### src/rtl/xge_wb_regs_pkg.sv
// rtl/xge_wb_regs_pkg.sv - address map, event indices and reset values for the 10GE MAC register block
package xge_wb_regs_pkg;

  localparam int NUM_EVT = 8;

  localparam logic [7:0] ADDR_CONFIG       = 8'h00;
  localparam logic [7:0] ADDR_INT_PENDING  = 8'h08;
  localparam logic [7:0] ADDR_INT_STATUS   = 8'h0C;
  localparam logic [7:0] ADDR_INT_MASK     = 8'h10;
  localparam logic [7:0] ADDR_TX_PKT_COUNT = 8'h20;
  localparam logic [7:0] ADDR_RX_PKT_COUNT = 8'h24;

  localparam int EVT_TX_UNDERFLOW = 0;
  localparam int EVT_TX_OVERFLOW  = 1;
  localparam int EVT_RX_OVERFLOW  = 2;
  localparam int EVT_RX_CRC_ERR   = 3;
  localparam int EVT_RX_FRAG_ERR  = 4;
  localparam int EVT_LOCAL_FAULT  = 5;
  localparam int EVT_REMOTE_FAULT = 6;
  localparam int EVT_RX_PAD_ERR   = 7;

  localparam logic               CONFIG_TX_EN_RST = 1'b1;
  localparam logic [NUM_EVT-1:0] INT_PENDING_RST  = '0;
  localparam logic [NUM_EVT-1:0] INT_MASK_RST     = '0;

endpackage

### src/rtl/xge_wb_stat_counter.sv
// rtl/xge_wb_stat_counter.sv - 32-bit wrapping statistics counter with clear-over-increment priority
module xge_wb_stat_counter (
  input  logic        i_clk,
  input  logic        i_rst,
  input  logic        i_inc,
  input  logic        i_clr,
  output logic [31:0] o_count
);

  logic [31:0] r_count;

  // Clear beats a coincident increment; increment wraps naturally at 2^32.
  always_ff @(posedge i_clk) begin
    if (i_rst || i_clr) begin
      r_count <= '0;
    end else if (i_inc) begin
      r_count <= r_count + 32'd1;
    end
  end

  assign o_count = r_count;

endmodule

### src/rtl/xge_wb_regs.sv
// rtl/xge_wb_regs.sv - Wishbone management registers for the 10GE MAC; XGE_WB_STATS_EN adds packet counters
module xge_wb_regs
  import xge_wb_regs_pkg::*;
#(
  parameter int ADDR_W = 8,
  parameter int DATA_W = 32
) (
  input  logic              wb_clk_i,
  input  logic              wb_rst_i,
  input  logic [ADDR_W-1:0] wb_adr_i,
  input  logic [DATA_W-1:0] wb_dat_i,
  input  logic              wb_we_i,
  input  logic              wb_cyc_i,
  input  logic              wb_stb_i,
  output logic [DATA_W-1:0] wb_dat_o,
  output logic              wb_ack_o,
  output logic              wb_int_o,
  output logic              cfg_tx_enable_o,
  input  logic [7:0]        evt_i,
  input  logic [1:0]        status_i,
  input  logic              tx_pkt_done_i,
  input  logic              rx_pkt_done_i
);

  logic               r_ack;
  logic [DATA_W-1:0]  r_dat;
  logic               r_int;
  logic               r_cfg_tx_en;
  logic [NUM_EVT-1:0] r_pend;
  logic [NUM_EVT-1:0] r_mask;

  logic               w_req;
  logic               w_wr;
  logic [ADDR_W-1:0]  w_adr;
  logic               w_sel_cfg;
  logic               w_sel_pend;
  logic               w_sel_stat;
  logic               w_sel_mask;
  logic [NUM_EVT-1:0] w_pend_clr;
  logic [NUM_EVT-1:0] w_pend_nxt;
  logic [DATA_W-1:0]  w_rd_data;
  logic               w_unused;

  // A new access starts only while no ack is out, so back-to-back strobes get one access per two cycles.
  assign w_req = wb_cyc_i & wb_stb_i & ~r_ack;
  assign w_wr  = w_req & wb_we_i;
  assign w_adr = {wb_adr_i[ADDR_W-1:2], 2'b00};

  assign w_sel_cfg  = (w_adr == ADDR_W'(ADDR_CONFIG));
  assign w_sel_pend = (w_adr == ADDR_W'(ADDR_INT_PENDING));
  assign w_sel_stat = (w_adr == ADDR_W'(ADDR_INT_STATUS));
  assign w_sel_mask = (w_adr == ADDR_W'(ADDR_INT_MASK));

  // New events are ORed in after the W1C mask so a coincident event keeps its bit set.
  assign w_pend_clr = (w_wr && w_sel_pend) ? wb_dat_i[NUM_EVT-1:0] : '0;
  assign w_pend_nxt = (r_pend & ~w_pend_clr) | evt_i;

`ifdef XGE_WB_STATS_EN
  logic        w_sel_tx_cnt;
  logic        w_sel_rx_cnt;
  logic [31:0] w_tx_cnt;
  logic [31:0] w_rx_cnt;

  assign w_sel_tx_cnt = (w_adr == ADDR_W'(ADDR_TX_PKT_COUNT));
  assign w_sel_rx_cnt = (w_adr == ADDR_W'(ADDR_RX_PKT_COUNT));

  xge_wb_stat_counter u_tx_cnt (
    .i_clk   (wb_clk_i),
    .i_rst   (wb_rst_i),
    .i_inc   (tx_pkt_done_i),
    .i_clr   (w_wr & w_sel_tx_cnt),
    .o_count (w_tx_cnt)
  );

  xge_wb_stat_counter u_rx_cnt (
    .i_clk   (wb_clk_i),
    .i_rst   (wb_rst_i),
    .i_inc   (rx_pkt_done_i),
    .i_clr   (w_wr & w_sel_rx_cnt),
    .o_count (w_rx_cnt)
  );

  assign w_unused = ^{wb_adr_i[1:0], wb_dat_i[DATA_W-1:NUM_EVT]};
`else
  assign w_unused = ^{wb_adr_i[1:0], wb_dat_i[DATA_W-1:NUM_EVT], tx_pkt_done_i, rx_pkt_done_i};
`endif

  // Read mux works on current register state, so a read returns values from before this edge's updates.
  always_comb begin
    w_rd_data = '0;
    if (w_sel_cfg) begin
      w_rd_data = DATA_W'(r_cfg_tx_en);
    end else if (w_sel_pend) begin
      w_rd_data = DATA_W'(r_pend);
    end else if (w_sel_stat) begin
      w_rd_data = DATA_W'(status_i);
    end else if (w_sel_mask) begin
      w_rd_data = DATA_W'(r_mask);
`ifdef XGE_WB_STATS_EN
    end else if (w_sel_tx_cnt) begin
      w_rd_data = DATA_W'(w_tx_cnt);
    end else if (w_sel_rx_cnt) begin
      w_rd_data = DATA_W'(w_rx_cnt);
`endif
    end
  end

  // Register state, ack/read-data pipeline and the registered interrupt level.
  always_ff @(posedge wb_clk_i) begin
    if (wb_rst_i) begin
      r_ack       <= 1'b0;
      r_dat       <= '0;
      r_int       <= 1'b0;
      r_cfg_tx_en <= CONFIG_TX_EN_RST;
      r_pend      <= INT_PENDING_RST;
      r_mask      <= INT_MASK_RST;
    end else begin
      r_ack <= w_req;
      if (w_req) begin
        r_dat <= w_rd_data;
      end
      if (w_wr && w_sel_cfg) begin
        r_cfg_tx_en <= wb_dat_i[0];
      end
      if (w_wr && w_sel_mask) begin
        r_mask <= wb_dat_i[NUM_EVT-1:0];
      end
      r_pend <= w_pend_nxt;
      r_int  <= |(r_pend & r_mask);
    end
  end

  assign wb_ack_o        = r_ack;
  assign wb_dat_o        = r_dat;
  assign wb_int_o        = r_int;
  assign cfg_tx_enable_o = r_cfg_tx_en;

endmodule
### config.mk
export PLATFORM = sky130hd
export DESIGN_NAME = xge_wb_regs
export DESIGN_NICKNAME = d
export VERILOG_FILES = /design/src/rtl/xge_wb_regs_pkg.sv /design/src/rtl/xge_wb_stat_counter.sv /design/src/rtl/xge_wb_regs.sv
export SDC_FILE = /design/constraint.sdc
export NUM_CORES = 1
export LEC_CHECK = 0
export BUFFER_PORTS_ARGS = -buffer_cell sky130_fd_sc_hd__buf_4
export CORE_MARGIN = 3
export CORE_UTILIZATION = 35
export DETAILED_ROUTE_END_ITERATION = 16
export GPL_ROUTABILITY_DRIVEN = 0
export PLACE_DENSITY_LB_ADDON = 0.2
export SETUP_SLACK_MARGIN = 0.5
export SLEW_MARGIN = 20
export SYNTH_ARGS = -nofsm -noshare
export SYNTH_HDL_FRONTEND = slang
export SYNTH_SLANG_ARGS = --single-unit
### constraint.sdc
create_clock -name wb_clk_i -period 2 [get_ports wb_clk_i]
set_clock_uncertainty 0.05 [all_clocks]
set_input_delay 0.1 -clock wb_clk_i [delete_from_list [all_inputs] [get_ports wb_clk_i]]
set_output_delay 0.1 -clock wb_clk_i [all_outputs]
set_load 0.01 [all_outputs]
Word-level counts from Yosys, hierarchy flattened:

Index checks and enable logic that the tools add are counted.

* flip-flop bits (word level): 51
* input bits: 57
* logic and storage cells: 27

* eq/ne operators: 3
* multiplexer cells: 5
* bitwise operators: 8
* reductions and logical operators: 5

Operators with widths (count)
* $mux 8: 5
* $and 8x8->8: 2
* $eq 6x2->1 const B: 2
* $logic_not 8->1: 1
* $not 8->8: 1
* $or 8x8->8: 1
* $reduce_or 8->1: 1
* $eq 6x3->1 const B: 1
* $and 1x1->1: 3
* $logic_and 1x1->1: 3
* $not 1->1: 1

Logic depth before layout (Yosys ltp):

* depth in word-level cells: 8
* gate-level depth with buffers: 5

Least setup slack after synthesis:

OpenSTA, ideal clock, no wires.

* path type: reg-to-reg
* start point: register r_ack (netlist: wb_ack_o)
* end point: register r_pend[1]
* data arrival time: 1.166 ns
* required time: 1.818 ns
* setup slack: 0.652 ns
* stages on the path, launching flop included: 6
* buffers on the path: 1
* cells stage by stage: dfxtp_1 > and3b_1 > buf_2 > nand2_1 > nor4b_1 > nor3_1

* cells in the longest elaborated chain, start to end: 8

RTL lines
* start: declaration: RTL line xge_wb_regs.sv:25 `logic r_ack;`
* start signal: assignment: RTL line xge_wb_regs.sv:118 `r_ack <= w_req;`
* $not 1->1: RTL line xge_wb_regs.sv:45 `assign w_req = wb_cyc_i & wb_stb_i & ~r_ack;`
* $and 1x1->1: RTL line xge_wb_regs.sv:45
* $and 1x1->1: RTL line xge_wb_regs.sv:46 `assign w_wr = w_req & wb_we_i;`
* $logic_and 1x1->1: RTL line xge_wb_regs.sv:55 `assign w_pend_clr = (w_wr && w_sel_pend) ? wb_dat_i[NUM_EVT-1:0] : '0;`
* $mux 8: RTL line xge_wb_regs.sv:55
* $not 8->8: RTL line xge_wb_regs.sv:56 `assign w_pend_nxt = (r_pend & ~w_pend_clr) | evt_i;`
* $and 8x8->8: RTL line xge_wb_regs.sv:56
* $or 8x8->8: RTL line xge_wb_regs.sv:56
* end signal: assignment: RTL line xge_wb_regs.sv:128 `r_pend <= w_pend_nxt;`
* end: declaration: RTL line xge_wb_regs.sv:29 `logic [NUM_EVT-1:0] r_pend;`

No other way between the ends.
A chain may end at the register's enable or synchronous reset.

Worst setup path after layout:

* start point: register r_ack (netlist: wb_ack_o)
* end point: register r_pend[5]

Same word-level chain as after synthesis.

==> results.toml <==
[layout]
fin_cells = 237
insertedDiodeCount = 0
fill_cells = 370
drive_gt1_frac = 0.265
fin_nets = 247
syn2layout_area_growth_pct = 21.5

[setup_path]
critical-path-max-stage-delay_ps = 340
reg2reg_depth = 4
critPathRequiredTime_ps = 2120
critPathBufInv = 0
r2r_setup_slack_ps = 630
arrival_ps = 1490
end_kind = "flip-flop"
r2r-end = "r_pend[5]"
crit_chain = "and3b_1 > nand2_1 > nor4b_1 > nor3_1"
critPathTopFamily = "simple AND/OR/NAND/NOR gates"
r2r-start = "wb_ack_o"
cp_max_fo = 8
cp-start-kind = "flip-flop"
crit_type = "reg2reg"
critPathSlowestCell = "nor4b_1"
crit_start = "wb_ack_o"

[synth]
synth.avg_cell_area_sq_um = 9.02
syn-instance-count = 152
synth_area_sq_um = 1370
yosysSeqAreaShare = 0.394
synth-edff-count = 0
synth-main-ff-cell = "dfxtp_1"
synthDistinctLibCells = 36
async_flop_share = 0
synth_warnings = 0
ys_ff_latch = 27

[run_status]
outcome = "finished, final reports clean"

[cts]
clk_latency_ps = 280
post-cts-setup-buffers = 0
tritoncts = "done"
cts_max_level = 1
clk_path_buf_depth = 2
cts.clk_slew.worst_paths_ps = 100
cts_made_buffers = 3
clkSinkCount = 27
cts_root_buf = "clkbuf_8"

[placement]
post-place-ws_ps = 586
post-place-cells = 233
portBuffers = 39
dp_hpwl_um = 2440

[power]
finalPower_uw = 1050
power_density_nw_per_um2 = 628
total_leakage_power_uw = 0.000771
ir_worst_vdd_mv = 0.308

[route]
routed_wirelength_um = 3120
drt_iter0_drc = 34
first_pass_iters = 4
wire_per_inst_um = 13.1
avgViaCountPerCell = 4.84
num_vias = 1147
final_antenna_net_count = 0
drc = 0

[sta]
grt_setup_unrepaired = "no"
post-route-period-util = 0.684
finalHoldViolations = 0
tns_ps = 0
fin_ws_ps = 631
min_period_ps = 1370
fmax_ghz = 0.731
maxSlewViolCount = 0
setup_viol = 0

[grt]
grt_max_degree = 29
gr-total-overflow = 0
grt_pass1_wl_um = 4830
grt_use_total = 0.136
antenna_found_initial = 0
grt_pass1_vias = 1052

[die]
io_pins = 92
rows = 22
die_w_um = 68.6
die_h_um = 68.6
initial_core_util = 0.369
dieArea_sq_um = 4710
core_sq_um = 3720

[worst_hold_path]
hold_path.class = "in2reg"
worstHoldPathCells = 3
min_from = "wb_dat_i[6]"
hold_end = "r_mask[6]"

[job]
drv_cap = 0
[stage by stage]
stage | util | area, sq um | hold WS [ps]
global placement | 0.432 | 1610 | 289
CTS | 0.445 | 1650 | 13.1
floorplan | - | 1460 | 194
finish | 0.448 | 1670 | 11.8
global route | 0.448 | 1670 | 31.2
detailed placement | 0.432 | 1610 | 307
[worst max-delay path by stage]
| stage | endpoint | slack [ps] | cells past startpoint |
|---|---|---|---|
| final | r_pend[5] | 630 | 4 |
| after global placement | r_pend[7] | 630 | 5 |
| after detailed placement | r_pend[7] | 590 | 5 |
| after CTS | r_pend[7] | 630 | 4 |
| after floorplan | r_pend[1] | 650 | 5 |
| after global routing | r_pend[3] | 510 | 4 |
[sequential cells by signal, summed over array words and instances, names as in the netlist]
name / count
r_mask: 8
r_pend: 8
wb_dat_o: 8
cfg_tx_enable_o: 1
wb_ack_o: 1
wb_int_o: 1
[logic make-up (layout without fill, tap and decap cells)]
family | Yosys count | count (layout) | synth area share
buffers and inverters | 31 | 45 | 0.158
multiplexers | 8 | 8 | 0.0584
other | 1 | 24 | 0.00273
flip-flops | 27 | 27 | 0.394
AND/OR/NAND/NOR | 67 | 67 | 0.280
AO/OA/AOI/OAI | 18 | 18 | 0.107
[layer usage]
| metal | global-route usage | routed length, um | up-vias |
|---|---|---|---|
| met5 | 0 | 0 | - |
| met3 | 0.0243 | 198 | 2 |
| li1 | - | - | 572 |
| met1 | 0.179 | 1450 | 532 |
| met4 | 0.0372 | 13 | 0 |
| met2 | 0.226 | 1450 | 41 |
[tightest hold or removal path: stages]
cell,delay (ps)
buf_4,80
mux2i_1,50
nor2_1,70
[power breakdown]
group          switching (uW)  total (uW)  internal, uW
registers                15.3         573           558
clock network             177         318           142
logic                    85.1         156          71.2
[cell type report]
class	instances	area [sq um]	share of cell area
tap	48	60.1	0.0360
inverter	1	3.75	0.00225
timing repair buffer	40	300	0.180
clock inverter	1	7.51	0.00450
multi-input combinational	117	713	0.428
sequential	27	541	0.324
clock buffer	3	41.3	0.0248
[synth_stat cells (2+ instances only)]
cell / number / area share
dfxtp_1: 27 / 0.39
nor2_1: 26 / 0.071
buf_4: 24 / 0.13
nor3_1: 15 / 0.055
mux2i_1: 8 / 0.058
nor4b_1: 7 / 0.045
a221oi_1: 6 / 0.038
a22oi_1: 4 / 0.022
a41o_1: 2 / 0.015
and3b_1: 2 / 0.013
clkbuf_1: 2 / 0.0055
nand3_1: 2 / 0.0073
nand3_2: 2 / 0.015
nor2b_1: 2 / 0.0091
nor3b_1: 2 / 0.011
[repair_timing]
| action | 4_1_cts | 5_1_grt |
|---|---|---|
| resized for setup | 0 | 2 |
| endpoints found under the setup margin | 0 | 2 |
| hold buffers | 0 | 0 |
[layout by cell type (no fill, tap or decap)]
cell type   Yosys  layout
buf_4          24      40
dfxtp_1        27      27
nor2_1         26      26
conb_1          1      24
nor3_1         15      15
mux2i_1         8       8
a221oi_1        6       6
nor4b_1         7       5
a22oi_1         4       4
clkbuf_8        0       3
and3b_1         2       2
nand3_2         2       2
nor4b_2         0       2
nand3_1         2       2
nor2b_1         2       2
nor3b_1         2       2
a41o_1          2       2
nor3_4          1       1
and3_1          1       1
nor3b_2         1       1
and2_1          1       1
nand3b_1        1       1
nand2_1         1       1
inv_1           1       1
nor4_1          1       1
and4b_1         1       1
a41oi_1         1       1
a211o_1         1       1
a21oi_1         1       1
o21ai_0         1       1
a32oi_1         1       1
o31ai_1         1       1
nand2b_1        1       1
clkinvlp_4      0       1
Power figures use the tool's default switching activity.
